--- config.mk ---
export PLATFORM = sky130hd
export DESIGN_NAME = control_unit_flat
export DESIGN_NICKNAME = d
export VERILOG_FILES = /design/src/rtl/control_unit_pkg.sv /design/src/rtl/control_unit_if.sv /design/src/rtl/control_unit.sv /design/src/flat_wrapper.sv
export SDC_FILE = /design/constraint.sdc
export NUM_CORES = 1
export LEC_CHECK = 0
export BUFFER_PORTS_ARGS = -buffer_cell sky130_fd_sc_hd__buf_2
export CAP_MARGIN = 10
export CORE_UTILIZATION = 30
export CTS_BUF_LIST = sky130_fd_sc_hd__clkbuf_2
export CTS_CLUSTER_DIAMETER = 100
export DETAILED_ROUTE_END_ITERATION = 16
export GPL_ROUTABILITY_DRIVEN = 0
export PLACE_DENSITY_LB_ADDON = 0.12
export RECOVER_POWER = 25
export SLEW_MARGIN = 5
export SYNTH_ARGS = -nofsm -noshare
export SYNTH_HDL_FRONTEND = slang
export SYNTH_SLANG_ARGS = --single-unit
--- constraint.sdc ---
create_clock -name clk -period 3.5 [get_ports clk]
set_clock_uncertainty 0.05 [all_clocks]
set_input_delay 0.35 -clock clk [delete_from_list [all_inputs] [get_ports clk]]
set_output_delay 0.35 -clock clk [all_outputs]
set_load 0.005 [all_outputs]
--- src/rtl/control_unit_pkg.sv ---
// Shared types and constants for the microcoded control unit.
package control_unit_pkg;

    localparam int unsigned IR_width  = 12;
    localparam int unsigned Reg_count = 16;
    localparam int unsigned REG_IDX_W = 4;

    typedef enum logic [4:0] {
        IDLE, FETCH1, FETCH2,
        CLR1, LOAD1, LOAD2, MUL1, ADD1, SUB1, INC1,
        JUMP1, JUMP2, JUMPZY1, JUMPZY2, JUMPZN1,
        MVAC1, MOV1, STORE1, STORE2,
        LOAD_REG1, LOAD_REG2, LOAD_REG3, ENDOP1
    } state_t;

    typedef enum logic [2:0] {
        ALU_NONE = 3'b000,
        ALU_ADD  = 3'b001,
        ALU_SUB  = 3'b010,
        ALU_MUL  = 3'b011,
        ALU_INC  = 3'b100,
        ALU_CLR  = 3'b101
    } alu_op_t;

    typedef enum logic [1:0] {
        MR_NONE  = 2'b00,
        MR_DATA  = 2'b01,
        MR_INSTR = 2'b10
    } mem_read_t;

    // Register-file bit positions shared by read_en and write_en
    localparam logic [REG_IDX_W-1:0] REG_PC     = 4'd0;
    localparam logic [REG_IDX_W-1:0] REG_AR     = 4'd1;
    localparam logic [REG_IDX_W-1:0] REG_DR     = 4'd2;
    localparam logic [REG_IDX_W-1:0] REG_IR     = 4'd3;
    localparam logic [REG_IDX_W-1:0] REG_AC     = 4'd4;
    localparam logic [REG_IDX_W-1:0] REG_TOTAL  = 4'd5;
    localparam logic [REG_IDX_W-1:0] REG_ALPHAP = 4'd6;
    localparam logic [REG_IDX_W-1:0] REG_BETAP  = 4'd7;
    localparam logic [REG_IDX_W-1:0] REG_GAMMAP = 4'd8;
    localparam logic [REG_IDX_W-1:0] REG_R      = 4'd9;
    localparam logic [REG_IDX_W-1:0] REG_ROW    = 4'd10;
    localparam logic [REG_IDX_W-1:0] REG_CAT    = 4'd11;
    localparam logic [REG_IDX_W-1:0] REG_CB     = 4'd12;
    localparam logic [REG_IDX_W-1:0] REG_RNOW   = 4'd13;
    localparam logic [REG_IDX_W-1:0] REG_CATNOW = 4'd14;
    localparam logic [REG_IDX_W-1:0] REG_CBNOW  = 4'd15;

    localparam logic [IR_width-1:0] OP_CLR        = IR_width'(0);
    localparam logic [IR_width-1:0] OP_LOAD       = IR_width'(1);
    localparam logic [IR_width-1:0] OP_MUL        = IR_width'(2);
    localparam logic [IR_width-1:0] OP_ADD        = IR_width'(3);
    localparam logic [IR_width-1:0] OP_SUB        = IR_width'(4);
    localparam logic [IR_width-1:0] OP_INC        = IR_width'(5);
    localparam logic [IR_width-1:0] OP_JUMP       = IR_width'(6);
    localparam logic [IR_width-1:0] OP_JUMPZ      = IR_width'(7);
    localparam logic [IR_width-1:0] OP_MVAC_FIRST = IR_width'(8);
    localparam logic [IR_width-1:0] OP_MVAC_LAST  = IR_width'(18);
    localparam logic [IR_width-1:0] OP_MOV_FIRST  = IR_width'(19);
    localparam logic [IR_width-1:0] OP_MOV_LAST   = IR_width'(29);
    localparam logic [IR_width-1:0] OP_STORE      = IR_width'(30);
    localparam logic [IR_width-1:0] OP_LOAD_REG   = IR_width'(31);
    localparam logic [IR_width-1:0] OP_ENDOP      = IR_width'(32);

    typedef struct packed {
        alu_op_t                alu_op;
        logic [Reg_count-1:0]   read_en;
        logic [Reg_count-1:0]   write_en;
        logic                   mem_write;
        logic                   pc_inc;
        mem_read_t              mem_read;
    } ctrl_t;

endpackage

--- src/rtl/control_unit_if.sv ---
// Control bus between the control unit (master) and the datapath (slave).
interface control_unit_if;
    import control_unit_pkg::*;

    logic                   Zflag;
    logic                   start;
    logic [IR_width-1:0]    opcode;
    alu_op_t                alu_op;
    logic [Reg_count-1:0]   read_en;
    logic [Reg_count-1:0]   write_en;
    logic                   mem_write;
    logic                   PC_Inc;
    mem_read_t              mem_read;

    modport master (
        input  Zflag, start, opcode,
        output alu_op, read_en, write_en, mem_write, PC_Inc, mem_read
    );

    modport slave (
        output Zflag, start, opcode,
        input  alu_op, read_en, write_en, mem_write, PC_Inc, mem_read
    );

endinterface

--- src/rtl/control_unit.sv ---
// Moore microcoded sequencer: fetch, decode, 1-3 execute states per instruction.
module control_unit
    import control_unit_pkg::*;
(
    input  logic                clk,
    input  logic                reset,
    control_unit_if.master      bus
);

    state_t                 state, state_nxt;
    logic [REG_IDX_W-1:0]   reg_idx, reg_idx_nxt;
    ctrl_t                  outs;

    // Execute entry state for an opcode; unknown opcodes fall back to fetch
    function automatic state_t decode_op(input logic [IR_width-1:0] op, input logic z);
        state_t s;
        s = FETCH1;
        if (op >= OP_MVAC_FIRST && op <= OP_MVAC_LAST) begin
            s = MVAC1;
        end else if (op >= OP_MOV_FIRST && op <= OP_MOV_LAST) begin
            s = MOV1;
        end else begin
            case (op)
                OP_CLR:      s = CLR1;
                OP_LOAD:     s = LOAD1;
                OP_MUL:      s = MUL1;
                OP_ADD:      s = ADD1;
                OP_SUB:      s = SUB1;
                OP_INC:      s = INC1;
                OP_JUMP:     s = JUMP1;
                OP_JUMPZ:    s = z ? JUMPZN1 : JUMPZY1;
                OP_STORE:    s = STORE1;
                OP_LOAD_REG: s = LOAD_REG1;
                OP_ENDOP:    s = ENDOP1;
                default:     s = FETCH1;
            endcase
        end
        return s;
    endfunction

    // MVAC/MOV operand register: opcode offset within its group, rebased at total
    function automatic logic [REG_IDX_W-1:0] reg_sel(input logic [IR_width-1:0] op);
        if (op <= OP_MVAC_LAST)
            return REG_IDX_W'(op - OP_MVAC_FIRST) + REG_TOTAL;
        else
            return REG_IDX_W'(op - OP_MOV_FIRST) + REG_TOTAL;
    endfunction

    // Control word asserted while sitting in a given state
    function automatic ctrl_t ctrl_out(input state_t s, input logic [REG_IDX_W-1:0] idx);
        ctrl_t o;
        o = '0;
        case (s)
            FETCH1, LOAD1, JUMP1, JUMPZY1: begin
                o.read_en[REG_PC] = 1'b1;
                o.mem_read        = MR_INSTR;
            end
            FETCH2: begin
                o.write_en[REG_IR] = 1'b1;
                o.pc_inc           = 1'b1;
            end
            CLR1: begin
                o.alu_op           = ALU_CLR;
                o.write_en[REG_AC] = 1'b1;
            end
            LOAD2: begin
                o.write_en[REG_AR] = 1'b1;
                o.pc_inc           = 1'b1;
            end
            MUL1, ADD1, SUB1: begin
                o.read_en[REG_R]   = 1'b1;
                o.write_en[REG_AC] = 1'b1;
                o.alu_op = (s == MUL1) ? ALU_MUL : ((s == ADD1) ? ALU_ADD : ALU_SUB);
            end
            INC1: begin
                o.alu_op           = ALU_INC;
                o.write_en[REG_AC] = 1'b1;
            end
            JUMP2, JUMPZY2: o.write_en[REG_PC] = 1'b1;
            JUMPZN1:        o.pc_inc = 1'b1;
            MVAC1: begin
                o.read_en[REG_AC] = 1'b1;
                o.write_en[idx]   = 1'b1;
            end
            MOV1: begin
                o.read_en[idx]     = 1'b1;
                o.write_en[REG_AC] = 1'b1;
            end
            STORE1: begin
                o.read_en[REG_AC]  = 1'b1;
                o.write_en[REG_DR] = 1'b1;
            end
            STORE2: begin
                o.read_en[REG_AR] = 1'b1;
                o.mem_write       = 1'b1;
            end
            LOAD_REG1: begin
                o.read_en[REG_AR] = 1'b1;
                o.mem_read        = MR_DATA;
            end
            LOAD_REG2: o.write_en[REG_DR] = 1'b1;
            LOAD_REG3: begin
                o.read_en[REG_DR]  = 1'b1;
                o.write_en[REG_AC] = 1'b1;
            end
            default: o = '0;
        endcase
        return o;
    endfunction

    // Next-state and operand-register selection
    always_comb begin
        state_nxt   = state;
        reg_idx_nxt = reg_idx;
        case (state)
            IDLE:      if (bus.start) state_nxt = FETCH1;
            FETCH1:    state_nxt = FETCH2;
            FETCH2: begin
                state_nxt   = decode_op(bus.opcode, bus.Zflag);
                reg_idx_nxt = reg_sel(bus.opcode);
            end
            LOAD1:     state_nxt = LOAD2;
            JUMP1:     state_nxt = JUMP2;
            JUMPZY1:   state_nxt = JUMPZY2;
            STORE1:    state_nxt = STORE2;
            LOAD_REG1: state_nxt = LOAD_REG2;
            LOAD_REG2: state_nxt = LOAD_REG3;
            ENDOP1:    state_nxt = IDLE;
            default:   state_nxt = FETCH1;
        endcase
    end

    // State register with control word registered alongside it
    always_ff @(posedge clk) begin
        if (!reset) begin
            state   <= IDLE;
            reg_idx <= '0;
            outs    <= '0;
        end else begin
            state   <= state_nxt;
            reg_idx <= reg_idx_nxt;
            outs    <= ctrl_out(state_nxt, reg_idx_nxt);
        end
    end

    assign bus.alu_op    = outs.alu_op;
    assign bus.read_en   = outs.read_en;
    assign bus.write_en  = outs.write_en;
    assign bus.mem_write = outs.mem_write;
    assign bus.PC_Inc    = outs.pc_inc;
    assign bus.mem_read  = outs.mem_read;

endmodule

--- src/flat_wrapper.sv ---
// flat-port wrapper written by rule: the top's interface ports become plain ports
module control_unit_flat import control_unit_pkg::*;
  (clk, reset, bus_Zflag, bus_start, bus_opcode, bus_alu_op, bus_read_en, bus_write_en, bus_mem_write, bus_PC_Inc, bus_mem_read);
  control_unit_if bus_i ();
  input  logic clk;
  input  logic reset;
  input wire logic [$bits(bus_i.Zflag)-1:0] bus_Zflag;
  input wire logic [$bits(bus_i.start)-1:0] bus_start;
  input wire logic [$bits(bus_i.opcode)-1:0] bus_opcode;
  output wire logic [$bits(bus_i.alu_op)-1:0] bus_alu_op;
  output wire logic [$bits(bus_i.read_en)-1:0] bus_read_en;
  output wire logic [$bits(bus_i.write_en)-1:0] bus_write_en;
  output wire logic [$bits(bus_i.mem_write)-1:0] bus_mem_write;
  output wire logic [$bits(bus_i.PC_Inc)-1:0] bus_PC_Inc;
  output wire logic [$bits(bus_i.mem_read)-1:0] bus_mem_read;
  assign bus_i.Zflag = bus_Zflag;
  assign bus_i.start = bus_start;
  assign bus_i.opcode = bus_opcode;
  assign bus_alu_op = bus_i.alu_op;
  assign bus_read_en = bus_i.read_en;
  assign bus_write_en = bus_i.write_en;
  assign bus_mem_write = bus_i.mem_write;
  assign bus_PC_Inc = bus_i.PC_Inc;
  assign bus_mem_read = bus_i.mem_read;
  control_unit u_core (.clk(clk), .reset(reset), .bus(bus_i));
endmodule
# After elaboration in Yosys (flattened, before gate mapping)
# Index checks and enable logic that the tools add are counted.
[op_classes] n_reduce_logical=15 n_mux=26 magnitude_cmp=6 eq_ne=40 addsub=4
[op_table] op="$pmux W5 S11" n=1
[op_table] op="$eq A5 B4 Y1 const B" n=10
[op_table] op="$eq A5 B5 Y1 const B" n=10
[op_table] op="$pmux W5 S10" n=1
[op_table] op="$eq A12 B3 Y1 const B" n=4
[op_table] op="$eq A5 B3 Y1 const B" n=5
[op_table] op="$eq A12 B2 Y1 const B" n=2
[op_table] op="$eq A12 B5 Y1 const B" n=2
[op_table] op="$le A12 B5 Y1 const B" n=2
[op_table] op="$pmux W1 S2" n=10
[op_table] op="$eq A5 B2 Y1 const B" n=3
[op_table] op="$mux W5" n=3
[op_table] op="$eq A12 B1 Y1 const B" n=1
[op_table] op="$eq A12 B6 Y1 const B" n=1
[op_table] op="$ge A12 B4 Y1 const B" n=1
[op_table] op="$ge A12 B5 Y1 const B" n=1
[op_table] op="$logic_not A12 Y1" n=1
[op_table] op="$eq A5 B1 Y1 const B" n=2
[op_table] op="$pmux W3 S3" n=1
[op_table] op="$add A4 B3 Y4 const B" n=2
[op_table] op="$mux W4" n=2
[op_table] op="$reduce_or A2 Y1" n=4
[op_table] op="$reduce_or A7 Y1" n=1
[op_table] op="$reduce_or A3 Y1" n=2
[op_table] op="13 further kinds" n=19
[word_totals] word_cells=101 output_inout_bits=39 reg_bits=48

# Longest topological paths before layout
# Gate-level depths: netlist of the first run.
[logic_depth] ltp_word=9 ltp_mapped=11

# Least setup slack after synthesis of the first run
# OpenSTA, ideal clock, no wires.
[synth_path] kind="input -> register" start="input port bus_opcode[2]" end="register u_core.outs (netlist bit u_core.bus.write_en[4])" arrival_ns=2.449 n_path_buf=1 path_stages=11 t_required_ns=3.376 setup_slack_ns=0.927 path_cell_list="inv_1 -> ha_1 -> nor2b_1 -> o21bai_2 -> a21oi_4 -> mux2_2 -> a21oi_2 -> nand2b_4 -> buf_6 -> or4b_1 -> a31oi_1"
[synth_between] elab_chain_len=9 word_cells_on_any_way=42
[synth_rtl] item="from (decl)" line_no="flat_wrapper.sv:9" source="input wire logic [$bits(bus_i.opcode)-1:0] bus_opcode;"
[synth_rtl] item="$sub A4 B2 Y4 or $sub A4 B4 Y4 (tied branches)" line_no="control_unit.sv:46, control_unit.sv:44"
[synth_rtl] item="$add A4 B3 Y4, on equally long branches" line_no="control_unit.sv:46, control_unit.sv:44"
[synth_rtl] item="$mux W4" line_no="control_unit.sv:43" source="if (op <= OP_MVAC_LAST)"
[synth_rtl] item="$mux W4" line_no="control_unit.sv:115" source="case (state)"
[synth_rtl] item="$lt A4 B5 Y1 (not written as such) or $ge A4 B1 Y1 (tied branches)" line_no="control_unit.sv:83" source="o.write_en[idx] = 1'b1;"
[synth_rtl] item="$logic_and A1 B1 Y1 (not written as such)" line_no="control_unit.sv:83"
[synth_rtl] item="$mux W1 (not written as such)" line_no="control_unit.sv:83"
[synth_rtl] item="$demux W1 S4"
[synth_rtl] item="$pmux W1 S2 *" line_no="control_unit.sv:53" source="case (s)"
[synth_rtl] item="to (signal assigned)" line_no="control_unit.sv:142" source="outs <= ctrl_out(state_nxt, reg_idx_nxt);"
[synth_rtl] item="to (decl)" line_no="control_unit.sv:12" source="ctrl_t outs;"
# Mark *: on every way between the ends. The rest lies on a longest branch, timed or not.
# A chain may end at the register's enable or synchronous reset.

# Worst setup path after layout of the first run
[layout_path] start="register u_core.state[1]" end="register u_core.outs (netlist bit u_core.bus.write_en[4])"
[layout_between] elab_chain_len=7 word_cells_on_any_way=28
[layout_rtl] item="from (decl)" line_no="control_unit.sv:10" source="state_t state, state_nxt;"
[layout_rtl] item="from (signal assigned)" line_no="control_unit.sv:140" source="state <= state_nxt;"
[layout_rtl] item="$eq A5 B2 Y1" line_no="control_unit.sv:115"
[layout_rtl] item="$mux W4" line_no="control_unit.sv:115"
[layout_rtl] item="$lt A4 B5 Y1 (not written as such) or $ge A4 B1 Y1 (tied branches)" line_no="control_unit.sv:83"
[layout_rtl] item="$logic_and A1 B1 Y1 (not written as such)" line_no="control_unit.sv:83"
[layout_rtl] item="$mux W1 (not written as such)" line_no="control_unit.sv:83"
[layout_rtl] item="$demux W1 S4"
[layout_rtl] item="$pmux W1 S2 *" line_no="control_unit.sv:53"
# Marked as above.

==> out/metrics.csv, run 1 <==
metric;value;unit
status;completed;
dp_hpwl;5.02;mm
cp.arrival;3.09;ns
rsz0062_at_grt;no;
yosys_most_used_dff;dfxtp_1;
wl_per_cell;15.0;microns
vias_per_cell;5.08;
portBuffers;54;
grt_overflow;0;
ys_ff_latch;48;
intPower;829;uW
grt_use_total;15.6;%
dr.pass1.iters;4;
crit_fanout;8;
critPathCaptureType;flop;
crit_chain;nor3b_4, and2_1, mux2i_4, nand2_1, or4b_1, a31oi_1;
core-area;7850;sq um
drive_gt1_share;27.2;%
final-hold-violation-count;0;
clockBufferDepth;2;
initial_utilization;31.5;%
grt_antenna_before_repair;0;
synth_area_leaders;dfxtp_1, nor2_1, nand2_1;
cts-root-buf;clkbuf_2;
remaining_drc_errors;0;
synth_cells;269;
ctsHoldBuffers;0;
fin_crit_sh;78.8;%
p_comb_share;17.5;%
grt_pass1_vias;2082;
numCtsBuffers;5;
ys_seq_area_share;38.9;%
setup_tns;0;ns
hold_ws;0.134;ns
die_x;92.7;microns
post_cts_buffers;0;
hp-class;input port to flop;
die_y;92.7;microns
drtIter0Drc;83;
report.final.slew_viol_count;0;
synthToLayoutAreaGrowth;17.7;%
grt_pass1_wl;10.5;mm
power_switching;333;uW
start_kind;flop;
critPathRequiredTime;3.83;ns
finalWirelength;6.38;mm
syn-num-nets;292;
drtAntennaViolNets;0;
fmaxAchievable;0.363;GHz
nets;345;
worstSetupPathType;flop to flop;
clock_power_share;33.5;%
sequentialPowerShare;49.0;%
critPathTopFamily;simple AND/OR/NAND/NOR gates;
worstMarginPinSlew;0.697;ns
ctsResizeCount;0;
ir_worst_vdd;0.000201;V
num_io_pins;55;
slowest_delay;0.55;ns
netSwitchingFraction;28.6;%
min_period;2.76;ns
dieArea;8600;sq um
vias;2161;
async_reset_ff_share;0;%
cts_tree;done;
yosys_warnings;0;
cap_violations;0;
clkTransAtPathRegs;0.26;ns
rows;32;
n_antenna_cell;0;
synth_top_area_share;38.9;%
cp.buffers_inverters;0;
htree_levels;2;
avgSynthCellArea;9.18;sq um
yosysTopAreaCell;dfxtp_1;
relSlewSlack;53.6;%
ys_types;77;
cpMaxStageDelayCell;or4b_1;
powerDensity;399;nW/um^2
numClockSinks;48;
clkLatencyLatePin;0.43;ns
synth_edf_count;0;
setup_viol;0;
syn-cell-area;2470;sq um
grt_start_max_net_pins;17;
p_leak;1.21;nW
## path summary, 6_finish.rpt
kind | startpoint | endpoint | slack (ns) | cells after the start
worst min register to register | u_core.reg_idx[1] | u_core.reg_idx[1] | 0.59 | 2
worst min-delay path | reset | u_core.bus.read_en[2] | 0.13 | 3
worst max-delay path | u_core.state[1] | u_core.bus.write_en[4] | 0.74 | 6
worst max register to register | u_core.state[1] | u_core.bus.write_en[4] | 0.74 | 6
## per-stage QoR
stage	instance area (sq um)	util [%]	power [mW]	setup WS, ns	cells
floorplan	2470	-	0.728	0.927	269
CTS	2920	37.2	1.17	0.743	425
detailed placement	2830	36.0	0.783	0.368	417
global placement	2830	36.0	0.784	0.356	417
global route	2910	37.1	1.22	0.509	425
finish	2910	37.1	1.16	0.744	425
## worst reg2reg max path, stage by stage (launching register included)
cell,delay (ns)
dfxtp_1,0.54
nor3b_4,0.32
and2_1,0.45
mux2i_4,0.39
nand2_1,0.20
or4b_1,0.55
a31oi_1,0.21
## per-layer routing
layer	GRT usage (%)	wire length [microns]
met5	0	0
met4	3.08	51
met3	2.79	248
met2	26.7	2990
met1	20.4	3100
## sequential cells by signal (all words and copies together) (netlist names)
register / cells
u_core.bus.PC_Inc: 1
u_core.reg_idx: 4
u_core.bus.alu_op: 3
u_core.state: 5
u_core.bus.read_en: 16
u_core.bus.mem_write: 1
u_core.bus.mem_read: 2
u_core.bus.write_en: 16
## final cells by class
type / count / area (sq um)
clock buffer: 5 / 25.0
fill: 854 / 4940
tap: 102 / 128
inverter: 11 / 41.3
sequential: 48 / 961
clock inverter: 3 / 68.8
multi-input combinational: 200 / 1410
timing repair buffer: 56 / 274
## synth_stat cells (2+ instances only)
| library cell | number |
|---|---|
| dfxtp_1 | 48 |
| nor2_1 | 33 |
| nand2_1 | 26 |
| nor3_1 | 15 |
| inv_1 | 11 |
| ha_1 | 7 |
| nand3_1 | 6 |
| o21ai_0 | 6 |
| a21oi_1 | 5 |
| nor2b_1 | 5 |
| and3_1 | 4 |
| buf_2 | 4 |
| nand2b_1 | 4 |
| o21ai_1 | 4 |
| o22ai_1 | 4 |
| a211oi_1 | 3 |
| and2_1 | 3 |
| clkbuf_1 | 3 |
| mux2_2 | 3 |
| o211a_1 | 3 |
| or3_1 | 3 |
| xnor2_1 | 3 |
| a211o_1 | 2 |
| buf_4 | 2 |
| nand3_2 | 2 |
| nand3b_1 | 2 |
| nor3_2 | 2 |
| nor3b_1 | 2 |
| nor4_1 | 2 |
| o21a_1 | 2 |
| o21bai_1 | 2 |
| or2_2 | 2 |
| xor2_1 | 2 |
## logic make-up after synthesis
family / after synthesis / synth area share, %
buffers and inverters: 21 / 4.00
multiplexers: 5 / 2.68
AND/OR/NAND/NOR: 126 / 28.5
AO/OA/AOI/OAI: 57 / 20.6
XOR/XNOR: 5 / 1.77
flip-flops: 48 / 38.9
adder cells (fa/ha/maj): 7 / 3.55
## power by group through the flow
stage               clock [mW]  combinational (mW)  sequential (mW)
floorplan                    0               0.150            0.579
global placement             0               0.205            0.579
detailed placement           0               0.204            0.579
CTS                      0.395               0.205            0.569
global route             0.418               0.226            0.571
finish                   0.389               0.203            0.569
## cell usage in the layout, fill, tap and decap left out, types with 3 or more instances in the layout
cell      count
a211oi_1      3
a21oi_1       5
and2_1        3
and3_1        4
buf_2        45
clkbuf_1      9
clkbuf_2      5
dfxtp_1      48
ha_1          7
inv_1        11
mux2_2        3
nand2_1      26
nand2b_1      4
nand3_1       6
nor2_1       33
nor2b_1       5
nor3_1       15
o211a_1       3
o21ai_0       6
o21ai_1       4
o22ai_1       4
or3_1         3
xnor2_1       3
Power figures use the tool's default switching activity.
==> inputs of run 2 (changes only) <==
Clock period 3.5 ns to 2.5 ns, I/O delays scaled along.
==> out/metrics.csv, run 2 (synthesis results as in run 1) <==
metric;value;unit;change
setup_viol;0;;unchanged
cts-root-buf;clkbuf_2;;
fin_crit_sh;96.3;%;
cts_tree;done;;
grt_use_total;16.8;%;+1.2 points
crit_fanout;8;;unchanged
hold_end;u_core.bus.read_en[2];;
die_y;92.7;microns;unchanged
drive_gt1_share;43.3;%;+16 points
start_kind;input port;;
grt_overflow;0;;unchanged
cp.arrival;2.75;ns;-0.34 ns
grt_start_max_net_pins;17;;unchanged
worstMarginPinSlew;0.504;ns;-0.192 ns
vias_per_cell;4.78;;-5.9%
nets;412;;+19%
p_leak;1.58;nW;+30%
initial_utilization;31.5;%;unchanged
dieArea;8600;sq um;unchanged
power.total;1.75;mW;+51%
powerDensity;500;nW/um^2;+25%
numClockSinks;48;;unchanged
mostFrequentLayoutCells;buf_4, buf_2, dfxtp_1, nor2_1, nand2_1;;
report.final.slew_viol_count;0;;unchanged
min_from;reset;;
rsz0062_at_grt;no;;
hold_ws;0.0384;ns;-0.0957 ns
drtIter0Drc;55;;-34%
reg2reg_depth;8;;+2
r2r-end;u_core.bus.write_en[4];;
min_path_cells;3;;unchanged
n_antenna_cell;0;;unchanged
clkLatencyLatePin;0.43;ns;about the same
min_period;2.41;ns;
vias;2353;;+8.9%
status;completed;;
critPathRequiredTime;2.84;ns;-0.99 ns
dp_hpwl;5.60;mm;+12%
grt_antenna_before_repair;0;;unchanged
die_x;92.7;microns;unchanged
portBuffers;54;;unchanged
fmaxAchievable;0.416;GHz;
cap_violations;0;;unchanged
finalWirelength;6.99;mm;+9.6%
core-area;7850;sq um;unchanged
clkTransAtPathRegs;0.28;ns;+0.02 ns
critPathCaptureType;flop;;
remaining_drc_errors;0;;unchanged
ir_worst_vdd;0.000266;V;+32%
rows;32;;unchanged
worstSetupPathType;input port to flop;;
final-hold-violation-count;0;;unchanged
drtAntennaViolNets;0;;unchanged
htree_levels;2;;unchanged
relSlewSlack;66.4;%;+13 points
dr.pass1.iters;4;;unchanged
fin_util;44.6;%;+7.6 points
hp-class;input port to flop;;
r2r_start;u_core.state[0];;
clockBufferDepth;2;;unchanged
grt_pass1_wl;11.3;mm;+7.3%
num_io_pins;55;;unchanged
setup_tns;0;ns;unchanged
synthToLayoutAreaGrowth;41.7;%;
wl_per_cell;14.2;microns;-5.3%
layout_commonest_cell;buf_4;;
grt_pass1_vias;2309;;+11%
pre_cts_slack;-0.230;ns;-0.598 ns
numCtsBuffers;5;;unchanged
reg2reg_slack;0.11;ns;-0.63 ns
fin_ws;0.0935;ns;-0.650 ns
run 2: worst max-delay path: stages:
cell,delay [ns]
buf_2,0.11
buf_4,0.13
ha_1,0.20
nor2b_1,0.15
o21ai_1,0.41
a211oi_4,0.12
buf_4,0.17
a2111oi_4,0.52
buf_4,0.21
and3_1,0.17
a211oi_2,0.05
buf_4,0.14
o22ai_1,0.12
run 2: layer usage:
metal / track usage [%] / vias up / part of all wire (%)
met4: 3.21 / 0 / 0.54
met1: 21.8 / 1112 / 48
met3: 3.69 / 2 / 3.4
met2: 28.6 / 39 / 48
li1: - / 1200 / -
met5: 0 / - / 0
run 2: area by class of cell:
type                            count  area, sq um
Clock buffer                        5         25.0
Clock inverter                      3         68.8
Fill cell                         813         4350
Inverter                           11         41.3
Multi-Input combinational cell    200         1460
Sequential cell                    48          967
Tap cell                          102          128
Timing Repair Buffer              123          807
run 2: report_power, final:
part	total [mW]	switching, mW	leakage [nW]	internal [mW]
clock network	0.547	0.275	0.0536	0.272
logic	0.407	0.215	1.13	0.192
registers	0.795	0.00849	0.390	0.786
run 2: worst max path at each step:
stage | slack [ns] | from | endpoint | cells after the start
3_5_place_dp | -0.23 | bus_opcode[1] | u_core.bus.read_en[0] | 12
2_1_floorplan | 0.03 | bus_opcode[2] | u_core.bus.write_en[4] | 11
4_1_cts | 0.02 | u_core.state[0] | u_core.bus.write_en[4] | 9
3_3_place_gp | -0.22 | bus_opcode[1] | u_core.bus.read_en[0] | 13
5_1_grt | 0.01 | u_core.state[1] | u_core.bus.write_en[4] | 8
6_report | 0.09 | bus_opcode[1] | u_core.bus.read_en[0] | 13
run 2: what timing repair did:
action                                  in CTS  in global routing
endpoints found under the setup margin       1                 23
pin swaps                                    0                  3
resized for setup                            2                 12
hold buffers                                 0                  0
buffers inserted                             0                  2
run 2: through the flow:
step	cell area (sq um)	std cells
2_1_floorplan	2470	269
3_3_place_gp	3340	482
3_5_place_dp	3340	482
4_1_cts	3440	490
5_1_grt	3500	492
6_report	3500	492
==> inputs of run 3 (changes only) <==
Settings changed: CORE_UTILIZATION 30 to 56.
Clock period 2.5 ns to 2.75 ns, I/O delays scaled along.
==> out/metrics.csv, run 3 (synthesis results as in run 1) <==
metric;value;unit;change
n_antenna_cell;0;;unchanged
fmaxAchievable;0.387;GHz;
worstSetupPathType;flop to flop;;
ir_worst_vdd;0.000405;V;+53%
hp-class;input port to flop;;
ctsHoldBuffers;0;;unchanged
multiInputGateArea;1420;sq um;-3.2%
cap_violations;0;;unchanged
relSlewSlack;68.1;%;+1.7 points
initial_utilization;60.0;%;+29 points
portBuffers;54;;unchanged
rsz0062_at_grt;no;;
powerDensity;461;nW/um^2;-7.7%
setup_viol;0;;unchanged
vias_per_cell;5.69;;+19%
n_fill_cell;340;;-58%
mostFrequentLayoutCells;dfxtp_1, buf_2, nor2_1, buf_4, nand2_1;;
layout_commonest_cell;dfxtp_1;;
die_y;68.4;microns;-26%
grt_pass1_vias;2182;;-5.5%
dp_hpwl;4.82;mm;-14%
drtIter0Drc;112;;+100%
num_io_pins;55;;unchanged
fin_crit_sh;93.9;%;
clkLatencyLatePin;0.41;ns;-0.02 ns
dieArea;4680;sq um;-46%
p_leak;1.30;nW;-17%
setup_tns;0;ns;unchanged
vias;2280;;-3.1%
nets;373;;-9.5%
cts-root-buf;clkbuf_2;;
htree_levels;2;;unchanged
cts_tree;done;;
grt_overflow;0;;unchanged
clockBufferDepth;2;;unchanged
critPathCaptureType;flop;;
report.final.slew_viol_count;0;;unchanged
critPathRequiredTime;3.00;ns;+0.16 ns
rows;23;;-28%
cp.arrival;2.83;ns;+0.08 ns
grt_antenna_before_repair;0;;unchanged
crit_fanout;7;;-1
drtAntennaViolNets;0;;unchanged
drive_gt1_share;30.5;%;-13 points
grt_start_max_net_pins;16;;-1
status;completed;;
numClockSinks;48;;unchanged
clkTransAtPathRegs;0.24;ns;-0.04 ns
worstMarginPinSlew;0.477;ns;-0.0271 ns
remaining_drc_errors;0;;unchanged
seq_area;961;sq um;-0.65%
start_kind;flop;;
min_period;2.58;ns;
finalWirelength;6.06;mm;-13%
grt_pass1_wl;9.90;mm;-12%
dr.pass1.iters;4;;unchanged
die_x;68.4;microns;-26%
core-area;4120;sq um;-48%
final-hold-violation-count;0;;unchanged
fin_ws;0.168;ns;+0.0743 ns
power.total;1.39;mW;-20%
synthToLayoutAreaGrowth;22.4;%;
pre_cts_slack;-0.0647;ns;+0.165 ns
wl_per_cell;15.1;microns;+6.3%
numCtsBuffers;5;;unchanged
grt_use_total;28.7;%;+12 points
-- run 3: changes by cell type in the layout (fill, tap and decap cells not counted), sizes merged --
| cell | before | now |
|---|---|---|
| buf | 118 | 67 |
| inv | 12 | 11 |
| clkbuf | 10 | 22 |
| bufinv | 2 | 1 |
| clkinv | 0 | 2 |
-- run 3: per-layer routing --
metal | GRT usage (%) | share of wire [%] | vias to the layer above
met1 | 36.6 | 45 | 1086
met2 | 49.3 | 50 | 66
met4 | 7.03 | 0.56 | 0
met3 | 5.50 | 4.6 | 4
met5 | 0 | 0 | -
li1 | - | - | 1124
-- run 3: layout make-up --
class / count / share of cell area (%)
inverter: 11 / 1.37
tap: 50 / 2.07
clock inverter: 3 / 1.41
clock buffer: 5 / 0.827
multi-input combinational: 200 / 46.9
sequential: 48 / 31.8
timing repair buffer: 84 / 15.7
-- run 3: worst max-delay path, cell delays in order, from the launching register on --
cell and delay [ns]:
dfxtp_1 0.53, nor2b_1 0.36, o21ai_0 0.15, a31o_2 0.28, a2111oi_4 0.34, buf_4 0.22, nor3_1 0.06, a211oi_1 0.33
o22ai_1 0.15
-- run 3: per-stage QoR --
step | std cells | utilization [%] | area [sq um] | hold slack [ns]
6_report | 401 | 73.5 | 3020 | 0.0983
5_1_grt | 401 | 73.5 | 3020 | 0.0753
4_1_cts | 401 | 73.8 | 3040 | 0.0803
3_5_place_dp | 393 | 72.2 | 2970 | 0.542
3_3_place_gp | 393 | 72.2 | 2970 | 0.553
2_1_floorplan | 269 | - | 2470 | 0.340
-- run 3: what timing repair did --
action | 4_1_cts | 5_1_grt
endpoints found under the setup margin | 0 | 1
endpoints found under the hold margin | 0 | 0
setup buffers | 0 | 0
resized for setup | 0 | 1
-- run 3: final timing paths --
| check | start | to | slack [ns] | cells past startpoint |
|---|---|---|---|---|
| min reg2reg | u_core.reg_idx[2] | u_core.reg_idx[2] | 0.60 | 4 |
| min | reset | u_core.bus.read_en[2] | 0.1 | 3 |
| max | u_core.state[0] | u_core.bus.read_en[0] | 0.17 | 8 |
| max reg2reg | u_core.state[0] | u_core.bus.read_en[0] | 0.17 | 8 |
-- run 3: power breakdown --
part	internal (mW)	switching, mW	total [mW]	leakage [nW]
Sequential	0.714	0.00857	0.722	0.388
Clock	0.153	0.222	0.375	0.0406
Combinational	0.123	0.174	0.297	0.875
